--- src/rtl/pipe_pkg.sv ---
// rtl/pipe_pkg.sv - shared pipeline payload types and default field widths
package pipe_pkg;

   localparam int PIPE_DATA_W = 32;
   localparam int PIPE_RW_W   = 5;

   typedef struct packed {
      logic                   syscall;
      logic                   we;
      logic [PIPE_RW_W-1:0]   rw;
      logic [PIPE_DATA_W-1:0] a;
      logic [PIPE_DATA_W-1:0] w;
   } pipe_payload_t;

   function automatic int payload_w(input int data_w, input int rw_w);
      return 2 + rw_w + 2 * data_w;
   endfunction

endpackage

--- src/rtl/wb_stage_entry.sv ---
// rtl/wb_stage_entry.sv - one payload register with valid bit, load and clear
// An entry loaded with d_valid=0 becomes empty and holds an all-zero payload.
module wb_stage_entry #(
   parameter int W = 8
) (
   input  logic         clk,
   input  logic         rst,
   input  logic         load,
   input  logic         clear,
   input  logic         d_valid,
   input  logic [W-1:0] d,
   output logic         valid,
   output logic [W-1:0] q
);

   always_ff @(posedge clk or posedge rst) begin
      if (rst) begin
         valid <= 1'b0;
         q     <= '0;
      end else if (clear) begin
         valid <= 1'b0;
         q     <= '0;
      end else if (load) begin
         valid <= d_valid;
         q     <= d_valid ? d : '0;
      end
   end

endmodule

--- src/rtl/wb_stage_buf.sv ---
// rtl/wb_stage_buf.sv - elastic 2-entry (main + skid) pipeline stage buffer
// Optional stall counter enabled by defining WB_STAGE_STALL_CNT_EN.
module wb_stage_buf
   import pipe_pkg::*;
#(
   parameter int DATA_W = PIPE_DATA_W,
   parameter int RW_W   = PIPE_RW_W,
   parameter int CNT_W  = 16
) (
   input  logic              clk,
   input  logic              rst,
   input  logic              in_valid,
   output logic              in_ready,
   input  logic              in_syscall,
   input  logic              in_we,
   input  logic [RW_W-1:0]   in_rw,
   input  logic [DATA_W-1:0] in_a,
   input  logic [DATA_W-1:0] in_w,
   input  logic              flush,
   output logic              out_valid,
   input  logic              out_ready,
   output logic              out_syscall,
   output logic              out_we,
   output logic [RW_W-1:0]   out_rw,
   output logic [DATA_W-1:0] out_a,
   output logic [DATA_W-1:0] out_w,
   output logic [CNT_W-1:0]  stall_cnt
);

   localparam int PW = payload_w(DATA_W, RW_W);

   logic [PW-1:0] in_pl;
   logic [PW-1:0] main_q;
   logic [PW-1:0] skid_q;
   logic [PW-1:0] main_d;
   logic          main_valid;
   logic          skid_valid;
   logic          accept;
   logic          drain;
   logic          main_load;
   logic          main_d_valid;
   logic          skid_load;
   logic          skid_clear;

   assign in_pl = {in_syscall, in_we, in_rw, in_a, in_w};

   // Ready depends only on registered skid state, never on out_ready.
   assign in_ready = !skid_valid && !rst;
   assign accept   = in_valid && in_ready;
   assign drain    = main_valid && out_ready;

   always_comb begin
      main_load    = 1'b0;
      main_d       = in_pl;
      main_d_valid = 1'b0;
      skid_load    = 1'b0;
      skid_clear   = flush;
      if (!flush) begin
         if (!main_valid || drain) begin
            main_load = 1'b1;
            if (skid_valid) begin
               main_d       = skid_q;
               main_d_valid = 1'b1;
               skid_clear   = 1'b1;
            end else begin
               main_d_valid = accept;
            end
         end else if (accept) begin
            skid_load = 1'b1;
         end
      end
   end

   wb_stage_entry #(.W(PW)) u_main (
      .clk     (clk),
      .rst     (rst),
      .load    (main_load),
      .clear   (flush),
      .d_valid (main_d_valid),
      .d       (main_d),
      .valid   (main_valid),
      .q       (main_q)
   );

   wb_stage_entry #(.W(PW)) u_skid (
      .clk     (clk),
      .rst     (rst),
      .load    (skid_load),
      .clear   (skid_clear),
      .d_valid (1'b1),
      .d       (in_pl),
      .valid   (skid_valid),
      .q       (skid_q)
   );

   assign out_valid = main_valid;
   assign {out_syscall, out_we, out_rw, out_a, out_w} = main_q;

`ifdef WB_STAGE_STALL_CNT_EN
   logic [CNT_W-1:0] cnt_q;

   // Saturating; flush deliberately leaves the count alone.
   always_ff @(posedge clk or posedge rst) begin
      if (rst) begin
         cnt_q <= '0;
      end else if (main_valid && !out_ready && (cnt_q != {CNT_W{1'b1}})) begin
         cnt_q <= cnt_q + CNT_W'(1);
      end
   end

   assign stall_cnt = cnt_q;
`else
   assign stall_cnt = '0;
`endif

endmodule
--- config.mk ---
export PLATFORM = sky130hd
export DESIGN_NAME = wb_stage_buf
export DESIGN_NICKNAME = d
export VERILOG_FILES = /design/src/rtl/pipe_pkg.sv /design/src/rtl/wb_stage_entry.sv /design/src/rtl/wb_stage_buf.sv
export SDC_FILE = /design/constraint.sdc
export NUM_CORES = 1
export LEC_CHECK = 0
export BUFFER_PORTS_ARGS = -buffer_cell sky130_fd_sc_hd__buf_2
export CAP_MARGIN = 20
export CORE_MARGIN = 5
export CORE_UTILIZATION = 58
export DETAILED_ROUTE_END_ITERATION = 8
export GPL_TIMING_DRIVEN = 0
export PLACE_DENSITY = 0.95
export SYNTH_ARGS = -nofsm -noshare
export SYNTH_HDL_FRONTEND = slang
export SYNTH_HIERARCHICAL = 1
export SYNTH_SLANG_ARGS = --single-unit
--- constraint.sdc ---
create_clock -name clk -period 4.8 [get_ports clk]
set_clock_uncertainty 0.05 [all_clocks]
set_input_delay 0.72 -clock clk [delete_from_list [all_inputs] [get_ports clk]]
set_output_delay 0.72 -clock clk [all_outputs]
set_load 0.1 [all_outputs]
==> results of run 1 <==
-- per-stage QoR --
stage          power (W)  cell area (um2)  util (%)
4_1_cts          0.00299             8590      72.4
5_1_grt          0.00308             8590      72.4
3_3_place_gp     0.00158             7930      66.8
2_1_floorplan    0.00150             7000         -
6_report         0.00299             8590      72.4
3_5_place_dp     0.00159             7960      67.1
-- flip-flops by register name (all words and copies together), names as in the netlist --
register	cells
u_main/q	71
u_skid/q	71
u_skid/valid	1
u_main/valid	1
-- metal layers --
metal	up-vias	GRT usage (%)
li1	2559	-
met1	2717	33.8
met2	268	42.1
met3	25	7.17
met4	2	8.88
met5	-	0
-- path summary, 6_finish.rpt --
kind                         startpoint            to  slack (ps)  cells past startpoint
max                                 rst  u_skid/q[52]        2600                      7
min reg2reg                u_main/q[24]  u_main/q[24]         440                      1
max in group asynchronous           rst  u_main/q[19]        3570                      2
min in group clk           u_main/q[24]  u_main/q[24]         440                      1
min                                 rst  u_skid/q[44]         300                      2
max reg2reg                u_skid/valid  u_main/q[69]        2630                      5
-- Yosys cell counts (3+ instances only) --
master	instances
sky130_fd_sc_hd__mux2_1	6
sky130_fd_sc_hd__mux2_2	65
sky130_fd_sc_hd__buf_2	26
sky130_fd_sc_hd__buf_6	12
sky130_fd_sc_hd__a21oi_1	76
sky130_fd_sc_hd__nor2b_1	3
sky130_fd_sc_hd__dfrtp_1	144
sky130_fd_sc_hd__inv_1	3
sky130_fd_sc_hd__a32o_1	66
sky130_fd_sc_hd__nand3_1	76
sky130_fd_sc_hd__nor2_1	6
sky130_fd_sc_hd__nand2b_1	78
sky130_fd_sc_hd__buf_4	25
sky130_fd_sc_hd__clkbuf_1	14
-- cell families after synthesis --
kind of cell,Yosys count,synth area share (%)
compound gates,144,15.2
buf+inv,80,7.45
flops,144,52.0
mux,73,11.8
other cells,2,0.108
simple gates,165,13.4
-- where the power goes --
part / internal (W) / switching [W] / leakage [nW]
Clock: 0.000909 / 0.000505 / 0.302
Combinational: 0.0000921 / 0.000252 / 1.72
Sequential: 0.00122 / 0.00000532 / 2.01
Total: 0.00222 / 0.000763 / 4.03
-- cell type report --
| cell class | instances | share of cell area (%) |
|---|---|---|
| Clock buffer | 22 | 5.52 |
| Timing Repair Buffer | 149 | 8.94 |
| Buffer | 77 | 5.88 |
| Clock inverter | 10 | 1.83 |
| Sequential cell | 144 | 41.9 |
| Tap cell | 147 | 2.14 |
| Inverter | 3 | 0.189 |
| Multi-Input combinational cell | 402 | 33.6 |
-- worst max-delay path, stage by stage --
cell                       delay, ps
sky130_fd_sc_hd__buf_2           150
sky130_fd_sc_hd__nand2b_1        190
sky130_fd_sc_hd__nor4_1          400
sky130_fd_sc_hd__buf_2           360
sky130_fd_sc_hd__clkbuf_1        350
sky130_fd_sc_hd__nand2b_1        170
sky130_fd_sc_hd__a21oi_1          70
==> results by group, run 1 <==
Routing
  • Remaining antenna violation count: 0
  • Met1 Wirelength: 7.67 mm
  • Post-detailed-routing wire length: 18.4 mm
  • Post-detailed-route wirelength per cell: 19.3 um
  • Post-detailed-route via-to-cell ratio: 5.84
  • First-pass iteration count of the detailed router: 5
  • Uppermost routed layer: met5
  • Wire length on met2: 9.11 mm
  • Metal3 WL: 1.43 mm
  • Number of violations reported at the end of detailed-routing iteration 0: 535
  • Vias: 5571
  • Count of unresolved DRC violations after routing: 0

Yosys
  • Async set-or-reset flop fraction in the synthesized netlist: 100%
  • Syn Area/Cell: 11.4 um2
  • Share of the yosys chip area belonging to registers: 52.0%
  • Flop and latch count out of synthesis: 144
  • Synthesized cell area: 6940 um2
  • Area share of the largest cell type after synthesis: 52.0%
  • Synthesized instance count: 608
  • Number of warning messages in the yosys log: 6
  • Dominant synthesized flop cell: sky130_fd_sc_hd__dfrtp_1
  • Area contributors post-synth: sky130_fd_sc_hd__dfrtp_1 52%, sky130_fd_sc_hd__mux2_2 11%, sky130_fd_sc_hd__a32o_1 9.5%
  • EDFF count, synth: 0
  • Unique cell type count in the Yosys netlist: 20
  • Post-synth top area cell: sky130_fd_sc_hd__dfrtp_1

Global route
  • Number of antenna violations at the first check in global routing: 1
  • Overflow left after global routing: 0
  • Maximum number of pins on one net before global-route repair: 73
  • Global Route Usage Sum: 26.0%
  • Vias in the first global route: 5779
  • Wire length of the first global-routing pass: 29.7 mm

Die
  • Die width: 119 um
  • Chip Height: 119 um
  • Die Area: 14200 um2
  • Count of pins on the block boundary: 165
  • Rows: 40
  • Core ar.: 11900 um2
  • Initial standard-cell utilization of the core: 58.5%

Clock network
  • Clock-pin slew reported for the worst setup and hold paths after clock tree synthesis: 60 ps
  • Maximum buffer depth of the clock tree: 2
  • Post-cts hold buffer count: 0
  • Post-CTS Setup Bufs: 0
  • Clock root buffer master: sky130_fd_sc_hd__clkbuf_16
  • TritonCTS clock tree: yes
  • Total clock buffers created by CTS: 17
  • Source-to-sink clock delay at the later pin of the worst-skew pair: 420 ps
  • Post-CTS sizing: 0
  • Clk sink count: 144
  • CTS H-tree lvls: 4

Power and ir drop
  • P_leak: 4.03 nW
  • Max VDD drop: 0.204 mV
  • Ratio of total power to cell area: 348 nW/um2

Critical path
  • Crit Path Category: primary input to flip-flop
  • Critical Path RT: 5020 ps
  • Endpoint kind of the worst setup timing path: flip-flop
  • Maximum fanout count along the critical path: 10
  • CP Launch Type: primary input
  • Endpoint arrival time on the critical path: 2420 ps

Finish
  • Net count reported at finish: 870
  • Area of combinational cells with multiple inputs: 2880 um2
  • Total area of sequential cells: 3600 um2
  • Signed area change from the synthesized netlist to the final layout: 23.9%
  • Fill cell instance count of the final layout: 807
  • Most common cell after layout, fill and taps aside: sky130_fd_sc_hd__buf_2
  • Commonest non-fill, non-tap cells in the layout: 174 x sky130_fd_sc_hd__buf_2, 144 x sky130_fd_sc_hd__dfrtp_1, 78 x sky130_fd_sc_hd__nand2b_1
  • Share of final-layout standard cells stronger than drive strength 1: 38.4%
  • Number of antenna diodes: 0
  • Filler-free cell count of the finished design: 954

STA
  • Relative slew margins: 37.9%
  • Finish-stage setup viols: 0
  • Share of the clock period used by the worst path after layout: 45.9%
  • Transition at the pin with the smallest max-transition slack: 932 ps
  • Total negative slack for setup checks: 0 ps
  • Smallest hold slack: 298 ps
  • Shortest period the worst path allows: 2200 ps
  • Smallest setup slack after layout: 2600 ps
  • RSZ-0062 raised after global routing: no
  • Number of pins exceeding their max-slew limit in the final report: 0
  • Achievable frequency: 454 MHz
  • Final hold violations: 0

Worst hold path
  • Type of the tightest min-delay check: primary input to async pin

Run
  • Count of maximum capacitance violations: 0

Place
  • Half-perimeter wire length of the detailed placement result: 12.6 mm
  • Post-place setup slack: 2240 ps
  • Count of port buffers added during placement: 148
  • Cell total after placement: 922
  • Final Wtd Congestion: 0.810

Run status
  • Outcome: complete, no violations
Power figures use the tool's default switching activity.
==> run 2: changes to the inputs <==
--- a/config.mk
+++ b/config.mk
@@ -8,10 +8,10 @@
 export BUFFER_PORTS_ARGS = -buffer_cell sky130_fd_sc_hd__buf_2
 export CAP_MARGIN = 20
 export CORE_MARGIN = 5
-export CORE_UTILIZATION = 58
+export CORE_UTILIZATION = 54
 export DETAILED_ROUTE_END_ITERATION = 8
 export GPL_TIMING_DRIVEN = 0
-export PLACE_DENSITY = 0.95
+export PLACE_DENSITY = 0.92
 export SYNTH_ARGS = -nofsm -noshare
 export SYNTH_HDL_FRONTEND = slang
 export SYNTH_HIERARCHICAL = 1
==> constraint.sdc (replaced) <==
create_clock -name clk -period 2.3 [get_ports clk]
set_clock_uncertainty 0.05 [all_clocks]
set_input_delay 0.345 -clock clk [delete_from_list [all_inputs] [get_ports clk]]
set_output_delay 0.345 -clock clk [all_outputs]
set_load 0.1 [all_outputs]
==> run 2 against run 1 <==
Via count is 0.50% lower. Final cell count up 2.7%. Flip-flop and latch count is the same. Worst setup slack worse by 2500 ps. Clock power rose by 110%. Die area increased by 6.8%. Register-to-register slack worse by 2500 ps. Critical path depth decreased by 2. Critical endpoint is now u_main/q[66]. Highest routed layer is now met4.
==> results by group, run 2 (synthesis gave the netlist of run 1 again) <==
Finish
  • Top Registers: u_main/q x71, u_skid/q x71
  • Total area of sequential cells: 3600 um2
  • Commonest non-fill, non-tap cells in the layout: 174 x sky130_fd_sc_hd__buf_2, 144 x sky130_fd_sc_hd__dfrtp_1, 78 x sky130_fd_sc_hd__nand2b_1
  • Filler-free cell count of the finished design: 980
  • Number of antenna diodes: 0
  • Share of final-layout standard cells stronger than drive strength 1: 38.5%
  • Signed area change from the synthesized netlist to the final layout: 24.8%
  • Fill cell instance count of the final layout: 931
  • Net count reported at finish: 872
  • Area of combinational cells with multiple inputs: 2880 um2
  • Most common cell after layout, fill and taps aside: sky130_fd_sc_hd__buf_2

Clock network
  • Clock-pin slew reported for the worst setup and hold paths after clock tree synthesis: 60 ps
  • Post-cts hold buffer count: 1
  • Post-CTS Setup Bufs: 0
  • Clk sink count: 144
  • CTS H-tree lvls: 4
  • TritonCTS clock tree: yes
  • Source-to-sink clock delay at the later pin of the worst-skew pair: 420 ps
  • Post-CTS sizing: 0
  • Total clock buffers created by CTS: 17
  • Clock root buffer master: sky130_fd_sc_hd__clkbuf_16
  • Maximum buffer depth of the clock tree: 2

Routing
  • Count of unresolved DRC violations after routing: 0
  • Uppermost routed layer: met4
  • Metal3 WL: 1.37 mm
  • Post-detailed-route via-to-cell ratio: 5.66
  • Wire length on met2: 8.79 mm
  • Number of violations reported at the end of detailed-routing iteration 0: 412
  • First-pass iteration count of the detailed router: 5
  • Remaining antenna violation count: 0
  • Met1 Wirelength: 7.61 mm
  • Post-detailed-route wirelength per cell: 18.4 um
  • Post-detailed-routing wire length: 18.0 mm
  • Vias: 5543

Critical path
  • CP Launch Type: flip-flop
  • Maximum fanout count along the critical path: 10
  • Endpoint arrival time on the critical path: 2420 ps
  • Launching instance or port of the critical path: u_skid/valid
  • Crit Path Category: flip-flop to flip-flop
  • Beginning of the worst register-to-register path: u_skid/valid
  • Number of cells on the worst reg-to-reg path: 5
  • Critical Path RT: 2550 ps
  • Endpoint kind of the worst setup timing path: flip-flop

Global route
  • Number of antenna violations at the first check in global routing: 0
  • Overflow left after global routing: 0
  • Vias in the first global route: 5527
  • Maximum number of pins on one net before global-route repair: 53
  • Wire length of the first global-routing pass: 28.8 mm
  • Global Route Usage Sum: 24.3%

Place
  • Cell total after placement: 948
  • Count of port buffers added during placement: 148
  • Half-perimeter wire length of the detailed placement result: 12.7 mm
  • Final Wtd Congestion: 0.812

Worst hold path
  • Worst Hold Depth: 2
  • Type of the tightest min-delay check: primary input to flip-flop
  • Startpoint of the worst hold path: in_w[28]

STA
  • Transition at the pin with the smallest max-transition slack: 626 ps
  • Achievable frequency: 460 MHz
  • Final hold violations: 0
  • Shortest period the worst path allows: 2170 ps
  • Number of pins exceeding their max-slew limit in the final report: 0
  • Relative slew margins: 58.0%
  • RSZ-0062 raised after global routing: no
  • Total negative slack for setup checks: 0 ps
  • Finish-stage setup viols: 0
  • Share of the clock period used by the worst path after layout: 94.5%
  • Smallest hold slack: 136 ps

Die
  • Core ar.: 12600 um2
  • Count of pins on the block boundary: 165
  • Rows: 41
  • Die width: 123 um
  • Initial standard-cell utilization of the core: 55.0%
  • Chip Height: 123 um
  • Die Area: 15200 um2

Run status
  • Outcome: complete, no violations

Power and ir drop
  • Ratio of total power to cell area: 719 nW/um2
  • P_leak: 4.05 nW
  • Pwr Total: 0.00623 W
  • Max VDD drop: 0.513 mV

Run
  • Count of maximum capacitance violations: 0
run 2: through the flow:
stage	setup slack [ps]	utilization, %	cell area [um2]
floorplan	-66.3	-	7000
global placement	-966	63.1	7960
detailed placement	82.9	63.5	8020
CTS	107	68.6	8660
global route	4.29	68.6	8660
finish	126	68.6	8660
run 2: critical path: stages (launching register included):
cell and delay [ps]:
sky130_fd_sc_hd__dfrtp_1 440, sky130_fd_sc_hd__inv_1 110, sky130_fd_sc_hd__nor3_4 520, sky130_fd_sc_hd__buf_4 320
sky130_fd_sc_hd__mux2_2 370, sky130_fd_sc_hd__a32o_1 240
run 2: final cells by class:
type / instances / share of cell area [%]
Multi-Input combinational cell: 402 / 33.3
Clock buffer: 21 / 5.43
Buffer: 77 / 5.84
Inverter: 3 / 0.188
Tap cell: 172 / 2.49
Clock inverter: 10 / 1.84
Timing Repair Buffer: 151 / 9.31
Sequential cell: 144 / 41.6
run 2: worst paths after layout:
check	slack, ps	end
min in group asynchronous	500	u_main/q[63]
hold reg to reg	430	u_skid/q[67]
hold / removal	140	u_skid/q[28]
max in group asynchronous	1080	u_skid/q[0]
setup reg to reg	130	u_main/q[66]
setup / recovery	130	u_main/q[66]
run 2: where the power goes:
group | internal [W] | leakage, nW | switching [W] | total, W
clock network | 0.00189 | 0.305 | 0.00105 | 0.00294
logic | 0.000198 | 1.74 | 0.000524 | 0.000722
registers | 0.00255 | 2.01 | 0.0000109 | 0.00256
total | 0.00464 | 4.05 | 0.00158 | 0.00623
run 2: layer usage:
| metal | track usage, % | vias to the layer above |
|---|---|---|
| met5 | 0 | - |
| li1 | - | 2563 |
| met1 | 31.8 | 2734 |
| met4 | 7.34 | 0 |
| met3 | 6.68 | 26 |
| met2 | 39.6 | 220 |
==> run 3: changes to the inputs <==
--- a/config.mk
+++ b/config.mk
@@ -10,7 +10,6 @@
 export CORE_MARGIN = 5
 export CORE_UTILIZATION = 54
 export DETAILED_ROUTE_END_ITERATION = 8
-export GPL_TIMING_DRIVEN = 0
 export PLACE_DENSITY = 0.92
 export SYNTH_ARGS = -nofsm -noshare
 export SYNTH_HDL_FRONTEND = slang
==> run 3 against run 2 <==
Power up 2.7%. Fmax up 5.5%. Largest power group unchanged. Flip-flop and latch count unchanged. Sequential share of layout area up 1.4 points. Highest routed layer is now met5. Wire length down 3.7%. Clock power up 7.1%. Critical endpoint is now u_main/q[42]. Via count down 3.2%. Sequential power about the same. Final cell count down 6.4%.
==> results by group, run 3 (synthesis gave the netlist of run 1 again) <==
Critical path
  • Critical Path, Cell by Cell: dlygate4sd3_1 -> buf_2 -> nand2b_1 -> a211oi_4 -> buf_4 -> nand3_1 -> a21oi_1
  • Launching instance or port of the critical path: rst
  • Crit Path Category: primary input to flip-flop
  • Endpoint kind of the worst setup timing path: flip-flop
  • Critical Path RT: 2570 ps
  • Gate family responsible for the most delay along the worst path: buffers and inverters
  • Endpoint arrival time on the critical path: 2330 ps
  • Maximum fanout count along the critical path: 38
  • Largest stage delay on the critical path: 530 ps
  • Number of buffers and inverters on the critical path: 3
  • Register-to-register setup slack: 380 ps
  • Beginning of the worst register-to-register path: u_main/valid
  • Slowest stage cell, crit path: sky130_fd_sc_hd__dlygate4sd3_1
  • CP Launch Type: primary input

Run status
  • Outcome: complete, no violations

Place
  • Post-place setup slack: 343 ps
  • Placed instance area: 7700 um2
  • Count of port buffers added during placement: 148
  • Half-perimeter wire length of the detailed placement result: 10.7 mm
  • Cell total after placement: 887
  • Final Wtd Congestion: 0.788

Finish
  • Most common cell after layout, fill and taps aside: sky130_fd_sc_hd__buf_2
  • Number of antenna diodes: 0
  • Share of final-layout standard cells stronger than drive strength 1: 36.2%
  • Total area of sequential cells: 3600 um2
  • Signed area change from the synthesized netlist to the final layout: 20.8%
  • Commonest non-fill, non-tap cells in the layout: 148 x sky130_fd_sc_hd__buf_2, 144 x sky130_fd_sc_hd__dfrtp_1, 78 x sky130_fd_sc_hd__nand2b_1
  • Filler-free cell count of the finished design: 917
  • Area of combinational cells with multiple inputs: 2920 um2
  • Fill cell instance count of the final layout: 943
  • Net count reported at finish: 811
  • Final standard cell utilization of the core: 66.4%
  • Top Registers: u_main/q x71, u_skid/q x71
  • Post-layout instance area: 8380 um2

Global route
  • Overflow left after global routing: 0
  • Global Route Usage Sum: 23.3%
  • Vias in the first global route: 5407
  • Wire length of the first global-routing pass: 27.8 mm
  • Number of antenna violations at the first check in global routing: 1
  • Maximum number of pins on one net before global-route repair: 77

Clock network
  • Clk sink count: 144
  • Source-to-sink clock delay at the later pin of the worst-skew pair: 410 ps
  • Maximum buffer depth of the clock tree: 2
  • Total clock buffers created by CTS: 17
  • TritonCTS clock tree: yes
  • CTS H-tree lvls: 4
  • Clock-pin slew reported for the worst setup and hold paths after clock tree synthesis: 60 ps
  • Clock root buffer master: sky130_fd_sc_hd__clkbuf_16

STA
  • Total negative slack for setup checks: 0 ps
  • RSZ-0062 raised after global routing: no
  • Finish-stage setup viols: 0
  • Transition at the pin with the smallest max-transition slack: 574 ps
  • Number of pins exceeding their max-slew limit in the final report: 0
  • Final hold violations: 0
  • Shortest period the worst path allows: 2060 ps
  • Smallest setup slack after layout: 239 ps
  • Relative slew margins: 61.6%
  • Share of the clock period used by the worst path after layout: 89.6%
  • Achievable frequency: 485 MHz

Die
  • Chip Height: 123 um
  • Die Area: 15200 um2
  • Count of pins on the block boundary: 165
  • Initial standard-cell utilization of the core: 55.0%
  • Rows: 41
  • Core ar.: 12600 um2
  • Die width: 123 um

Routing
  • Post-detailed-routing wire length: 17.4 mm
  • Number of violations reported at the end of detailed-routing iteration 0: 494
  • Post-detailed-route via-to-cell ratio: 5.85
  • Post-detailed-route wirelength per cell: 18.9 um
  • Count of unresolved DRC violations after routing: 0
  • Remaining antenna violation count: 0
  • Vias: 5365
  • First-pass iteration count of the detailed router: 6

Worst hold path
  • Startpoint of the worst hold path: in_w[23]
  • Type of the tightest min-delay check: primary input to flip-flop

Power and ir drop
  • P_leak: 3.82 nW
  • Max VDD drop: 0.436 mV
  • Ratio of total power to cell area: 764 nW/um2

Run
  • Count of maximum capacitance violations: 0
run 3: cell count changes in the layout (fill, tap and decap cells not counted), sizes merged:
cell	previous run	this run
buf	213	166
clkinvlp	2	1
clkbuf	35	17
bufinv	4	7
run 3: path summary, 6_finish.rpt:
kind | cells past startpoint | end
max | 7 | u_main/q[42]
min | 2 | u_skid/q[23]
max reg2reg | 5 | u_main/q[11]
min reg2reg | 1 | u_main/q[9]
max in group asynchronous | 4 | u_main/q[17]
min in group asynchronous | 3 | u_main/q[37]
run 3: report_power, final:
| group | switching, W | internal (W) | total, W | leakage, nW |
|---|---|---|---|---|
| sequential | 0.0000118 | 0.00255 | 0.00257 | 2.01 |
| combinational | 0.000514 | 0.000164 | 0.000678 | 1.49 |
| clock | 0.00103 | 0.00212 | 0.00315 | 0.324 |
run 3: what timing repair did:
action	in CTS	in global routing
setup buffers	0	0
setup endpoints to repair	0	0
endpoints found under the hold margin	19	0
hold buffers	1	0
resized for setup	0	0
run 3: layout make-up:
cell class,instances,share of cell area [%]
Tap cell,172,2.57
Multi-Input combinational cell,402,34.8
Clock inverter,12,2.88
Timing Repair Buffer,167,11.5
Sequential cell,144,43.0
Clock buffer,17,5.08
Inverter,3,0.134
run 3: worst register-to-register path, stage by stage, from the launching register on:
cell and delay [ps]:
sky130_fd_sc_hd__dfrtp_1 380, sky130_fd_sc_hd__nor2b_1 500, sky130_fd_sc_hd__nor3_4 100, sky130_fd_sc_hd__buf_12 210
sky130_fd_sc_hd__mux2_1 340, sky130_fd_sc_hd__a32o_1 220
run 3: stage by stage:
step                hold WS, ps  total power, W
finish                      138         0.00640
detailed placement          403         0.00328
floorplan                   410         0.00313
global route                141         0.00659
global placement            378         0.00327
CTS                         130         0.00642
run 3: layer usage:
| layer | part of all wire [%] | vias to the layer above | track usage (%) |
|---|---|---|---|
| li1 | - | 2436 | - |
| met1 | 41 | 2647 | 31.4 |
| met2 | 49 | 260 | 36.7 |
| met3 | 8.0 | 20 | 5.99 |
| met4 | 1.3 | 2 | 8.03 |
| met5 | 0.063 | - | 0 |
